### config.mk
export PLATFORM = sky130hd
export DESIGN_NAME = gpi_input_conditioner
export DESIGN_NICKNAME = d
export VERILOG_FILES = /design/src/rtl/gpi_cond_pkg.sv /design/src/rtl/debounce_bit.sv /design/src/rtl/gpi_input_conditioner.sv
export SDC_FILE = /design/constraint.sdc
export NUM_CORES = 1
export LEC_CHECK = 0
export ABC_AREA = 1
export CAP_MARGIN = 15
export CORE_MARGIN = 5
export CORE_UTILIZATION = 48
export DETAILED_ROUTE_END_ITERATION = 8
export HOLD_SLACK_MARGIN = 0.15
export PLACE_DENSITY = 0.67
export SLEW_MARGIN = 25
export SYNTH_ARGS = -nofsm -noshare
export SYNTH_HDL_FRONTEND = slang
export SYNTH_SLANG_ARGS = --single-unit
### constraint.sdc
create_clock -name clk -period 4.9 [get_ports clk]
set_input_delay 0.98 -clock clk [delete_from_list [all_inputs] [get_ports clk]]
set_output_delay 0.98 -clock clk [all_outputs]
set_load 0.005 [all_outputs]
### src/rtl/gpi_cond_pkg.sv
// gpi_cond_pkg: shared defaults and counter-width helper for the GPI input conditioner.
package gpi_cond_pkg;

    localparam int DEF_TICK_DIV     = 100000;
    localparam int DEF_STABLE_TICKS = 20;

    // A counter for 0..n-1 still needs one bit when n is 1.
    function automatic int cnt_width(input int n);
        return ($clog2(n) > 1) ? $clog2(n) : 1;
    endfunction

endpackage

### src/rtl/debounce_bit.sv
// debounce_bit: one-bit 2-FF synchroniser, tick-qualified stability counter and rise/fall event registers.
module debounce_bit
    import gpi_cond_pkg::*;
#(
    parameter int STABLE_TICKS = DEF_STABLE_TICKS
) (
    input  logic clk,
    input  logic reset,
    input  logic din_raw,
    input  logic tick,
    output logic db,
    output logic rise,
    output logic fall
);

    localparam int CW = cnt_width(STABLE_TICKS);
    localparam logic [CW-1:0] LAST = CW'(STABLE_TICKS - 1);

    logic          s1;
    logic          sync;
    logic [CW-1:0] cnt;
    logic [CW-1:0] cnt_nxt;
    logic          differ;
    logic          accept;

    // Any sample agreeing with db restarts qualification, tick or not.
    always_comb begin
        differ  = sync != db;
        accept  = differ & tick & (cnt == LAST);
        cnt_nxt = !differ ? '0 : !tick ? cnt : accept ? '0 : cnt + 1'b1;
    end

    always_ff @(posedge clk or posedge reset) begin
        if (reset) begin
            s1   <= 1'b0;
            sync <= 1'b0;
            cnt  <= '0;
            db   <= 1'b0;
            rise <= 1'b0;
            fall <= 1'b0;
        end else begin
            s1   <= din_raw;
            sync <= s1;
            cnt  <= cnt_nxt;
            db   <= accept ? sync : db;
            rise <= accept & sync;
            fall <= accept & ~sync;
        end
    end

endmodule

### src/rtl/gpi_input_conditioner.sv
// gpi_input_conditioner: per-bit synchronise/debounce of raw board inputs with rise/fall event pulses.
module gpi_input_conditioner
    import gpi_cond_pkg::*;
#(
    parameter int W            = 8,
    parameter int TICK_DIV     = DEF_TICK_DIV,
    parameter int STABLE_TICKS = DEF_STABLE_TICKS
) (
    input  logic         clk,
    input  logic         reset,
    input  logic [W-1:0] din_raw,
    output logic [W-1:0] db_out,
    output logic [W-1:0] rise,
    output logic [W-1:0] fall
);

    localparam int PW = cnt_width(TICK_DIV);
    localparam logic [PW-1:0] PLAST = PW'(TICK_DIV - 1);

    logic [PW-1:0] pcnt;
    logic          tick;

    // One free-running prescaler paces every bit, so simultaneous changes share ticks.
    assign tick = pcnt == PLAST;

    always_ff @(posedge clk or posedge reset) begin
        if (reset) pcnt <= '0;
        else       pcnt <= tick ? '0 : pcnt + 1'b1;
    end

    for (genvar i = 0; i < W; i++) begin : g_bit
        debounce_bit #(
            .STABLE_TICKS(STABLE_TICKS)
        ) u_db (
            .clk    (clk),
            .reset  (reset),
            .din_raw(din_raw[i]),
            .tick   (tick),
            .db     (db_out[i]),
            .rise   (rise[i]),
            .fall   (fall[i])
        );
    end

endmodule

# --- After elaboration in Yosys (flattened, before gate mapping) ---
# Cells that the tools add are included.
totals:
  elab_cells: 148
  output_inout_bits: 24
  in_bits: 10
  reg_bits: 97
op_classes:
  addsub: 9
  n_eq_ne: 25
  bitwise: 40
  mux: 25
ops:
  columns: ["op", "n"]
  rows:
  - ["2-to-1 mux 5 bit", 24]
  - ["adder 5 x 1 -> 5 bit, second input constant", 8]
  - ["equality test 5 bit, second input constant", 8]
  - ["bitwise AND 1 bit", 32]
  - ["adder 17 x 1 -> 17 bit, second input constant", 1]
  - ["equality test 17 bit, second input constant", 1]
  - ["2-to-1 mux 17 bit", 1]
  - ["inequality test 2 bit, second input constant", 7]
  - ["inequality test 1 bit", 8]
  - ["NOT 1 bit", 8]
  - ["inequality test 2 x 1 -> 1 bit, second input constant", 1]

# --- Depth between registers and ports, before layout ---
depth:
  depth_word: 6
  mapped_depth: 11
  depth_no_buf: 9

# --- Hierarchy ---
# From an unflattened synthesis, not the netlist that was laid out.
unflattened:
  hier_cells: 624
  area_unflattened_um2: 4901.0
by_module_without_submodules:
  columns: ["mod", "seq_area_each_um2", "area_each_um2", "cells_each", "instances"]
  rows:
  - ["debounce_bit", 250.2, 490.5, 60, 8]
  - ["gpi_input_conditioner", 425.4, 977.2, 144, 1]

# --- Least setup slack after synthesis ---
# No wires, ideal clock.
synth_path:
  path_kind: "reg2out"
  start: "reg g_bit[0].u_db.db"
  end: "out db_out[0]"
  setup_slack_ps: 3411
  stages_incl_launch_ff: 2
  arrival_time_ps: 509
  n_path_buf: 1
  cell_sequence: "dfrtp_1 -> buf_4"
synth_lines:
  columns: ["item", "line", "rtl"]
  rows:
  - ["start: declaration", "debounce_bit.sv:11", "output logic db,"]
  - ["start signal: assignment", "debounce_bit.sv:45", "db <= accept ? sync : db;"]
  - ["end: declaration", "gpi_input_conditioner.sv:12", "output logic [W-1:0] db_out,"]
# No word-level cell between the ends.

# --- Worst setup path in the final report ---
layout_path:
  start: "reg g_bit[6].u_db.db"
  end: "out db_out[6]"
layout_lines:
  columns: ["item", "line"]
  rows:
  - ["start: declaration", "debounce_bit.sv:11"]
  - ["start signal: assignment", "debounce_bit.sv:45"]
# No word-level cell between the ends.

==> summary.txt <==
Setup path
  – Worst path cell trace: clkdlybuf4s50_1
  – Worst EP required: 3.92 ns
  – CP arrival: 1.29 ns
  – CP peak stage delay: 0.52 ns
  – Setup crit end kind: output port
  – CP max stage cell: clkdlybuf4s50_1
  – Critical path type: register to output port
  – Crit path buf inv count: 1
  – Critical path's top delay family: buffers and inverters
  – Startpoint Class: register
  – Critical Path Fanout Max: 3

Place
  – GPL Wtd Cong: 0.864
  – PortBufs: 33
  – Post-DP HPWL: 5970 µm

Detailed routing
  – Iteration-0 DRC Markers: 208
  – Drt wl/cell: 13.0 µm
  – Via/cell ratio: 5.19
  – DR vias: 3642
  – Residual DRC: 0
  – First-pass iteration count of the detailed router: 4
  – Wire length after detailed routing: 9130 µm
  – Antenna Nets Post-Route: 0

GRT
  – Initial antenna violation count: 0
  – First-pass GRT wire length: 16100 µm
  – Gr ovfl total: 0
  – Largest net degree at the start of global routing: 71
  – Total track usage: 15.6%
  – Vias in the first global route: 3554

Clock network
  – CTS clock-pin slew for the worst setup and hold paths: 0.09 ns
  – Clock sink count: 97
  – Clk Latency, worst-skew pair: 0.36 ns
  – H-tree levels: 3
  – Hold Buf Count CTS: 0
  – Root Driver: clkbuf_8
  – Postcts setup bufs: 0
  – CTS tree: built
  – Post-CTS Resized: 0
  – Total clock buffers created by CTS: 9
  – Clock Path Buffers: 2

Yosys
  – Main synth FF type: dfrtp_1
  – Post-Syn Instances: 556
  – Synthesis warning total: 0
  – Ys async rst share: 100%
  – Synth Register Bits: 97
  – Syn nets: 575
  – Sequential element share of the synthesized area: 49.1%
  – Post-synth EDFFs: 0
  – Synth Cell Area: 0.00495 mm²
  – Synth cell types: 31
  – Syn avg cell area: 8.90 µm²

STA
  – TNS Setup: 0 ns
  – Crit share post-route: 46.3%
  – RSZ-0062 raised after global routing: no
  – Slew headroom: 37.2%
  – Layout Skew: 0.00696 ns
  – Fmax: 441 MHz
  – Final hold vios: 0
  – Final slew viol count: 0
  – Final setup viols: 0
  – Fin crit period: 2.27 ns
  – Slew @ Worst Pin: 0.939 ns

Floorplan
  – Initial Util: 48.6%
  – Std cell rows: 37
  – Core Area: 0.0102 mm²
  – Ports: 34
  – Die width: 112 µm
  – Die Span Y: 112 µm
  – Die outline area: 0.0124 mm²

Job
  – Max-cap viol count: 0

Cells and area
  – Fill count: 929
  – Fraction of layout cells with a size suffix above 1: 8.13%
  – Nets: 580
  – Ant diodes: 0
  – Synthesis-to-layout area growth: 8.19%

Worst hold path
  – Hold Path Class: register to register

Power and ir drop
  – Switch share: 21.7%
  – Design Power: 1.36 mW
  – Sequential share of power: 59.7%
  – Part of the power in the clock network: 37.6%
  – Switch Pwr: 295 µW
  – P_int: 1.06 mW
  – Max IR drop VDD: 182 µV
  – Gate power share: 2.8%
  – PD cells: 254 mW/mm²
  – Leak pwr: 2.65 nW

Outcome
  – Status: finished, final reports clean
-- area by class of cell --
type / count / area (µm²) / area share [%]
inverters: 50 / 190 / 3.55
clock buffers: 13 / 149 / 2.78
flip-flops and latches: 97 / 2430 / 45.3
well taps: 136 / 170 / 3.18
multi-input cells: 368 / 2030 / 37.9
clock inverters: 3 / 40.0 / 0.748
repair buffers: 35 / 345 / 6.45
-- worst paths after layout --
path                                  start                    to  slack (ns)  depth (start not counted)
setup / recovery           g_bit[6].u_db.db             db_out[6]        2.63                          1
setup reg to reg                    pcnt[0]  g_bit[4].u_db.cnt[4]        2.74                         10
hold reg to reg            g_bit[6].u_db.s1    g_bit[6].u_db.sync        0.35                          0
max in group asynchronous             reset  g_bit[6].u_db.cnt[3]        2.88                          3
hold / removal             g_bit[6].u_db.s1    g_bit[6].u_db.sync        0.35                          0
min in group asynchronous             reset    g_bit[0].u_db.rise        1.14                          2
-- cell usage after synthesis, types with 4 or more instances --
master	instances	area (µm²)
nand3_1	96	480
o21ai_1	4	20.0
buf_6	6	67.6
nand2_1	92	345
xnor2_1	11	96.3
nand4_1	28	175
nor2_1	62	233
dfrtp_1	97	2430
clkbuf_1	7	26.3
inv_2	8	30.0
nand3_2	5	50.1
buf_4	27	203
inv_1	42	158
xor2_1	28	245
nor3_1	10	50.1
ha_1	9	113
-- power by group through the flow --
stage | Sequential (mW) | Combinational [mW] | Clock [mW]
after detailed placement | 0.827 | 0.0386 | 0
after global routing | 0.812 | 0.0439 | 0.561
after CTS | 0.811 | 0.0389 | 0.532
final | 0.811 | 0.0375 | 0.511
after floorplan | 0.826 | 0.0244 | 0
after global placement | 0.827 | 0.0376 | 0
-- placed cells by master (no fill, tap or decap), types with 4 or more instances in the layout --
| cell | count |
|---|---|
| dfrtp_1 | 97 |
| nand3_1 | 96 |
| nand2_1 | 92 |
| nor2_1 | 62 |
| inv_1 | 41 |
| clkdlybuf4s50_1 | 33 |
| xor2_1 | 28 |
| nand4_1 | 28 |
| xnor2_1 | 11 |
| nor3_1 | 10 |
| clkbuf_8 | 10 |
| ha_1 | 9 |
| inv_2 | 8 |
| nand3_2 | 5 |
| o21ai_1 | 4 |
-- through the flow --
stage,cells,instance area [µm²],util [%],worst slack (ns),hold WS (ns)
floorplan,556,4950,-,1.39,0.331
global placement,686,5160,50.7,2.42,0.332
finish,702,5350,52.6,2.63,0.354
detailed placement,686,5160,50.7,2.39,0.335
CTS,702,5350,52.6,2.61,0.356
global route,702,5350,52.6,2.52,0.364
-- per-layer routing --
metal	global-route usage [%]	vias up	wire [µm]	part of all wire (%)
met5	0	-	0	0
met4	4.70	0	98	1.1
met3	4.78	8	448	4.9
met2	25.8	79	4470	49
met1	19.8	1751	4120	45
li1	-	1804	-	-
-- sequential cells by signal, indices dropped and copies added (netlist names) --
register and flops:
g_bit.u_db.db 8, g_bit.u_db.fall 8, g_bit.u_db.rise 8, g_bit.u_db.cnt 40
pcnt 17, g_bit.u_db.s1 8, g_bit.u_db.sync 8
-- cell families (layout without fill, tap and decap cells) --
kind of cell | count (synthesis) | after routing | share of synthesized area, %
AOI/OAI and AO/OA | 10 | 10 | 1.21
DFF | 97 | 97 | 49.1
and+or+nand+nor | 310 | 310 | 30.7
xor gates and xnor gates | 39 | 39 | 6.90
buffers and inverters | 91 | 101 | 9.89
adders and majority gates | 9 | 9 | 2.28
No activity file was read; power rests on OpenSTA's default activity.
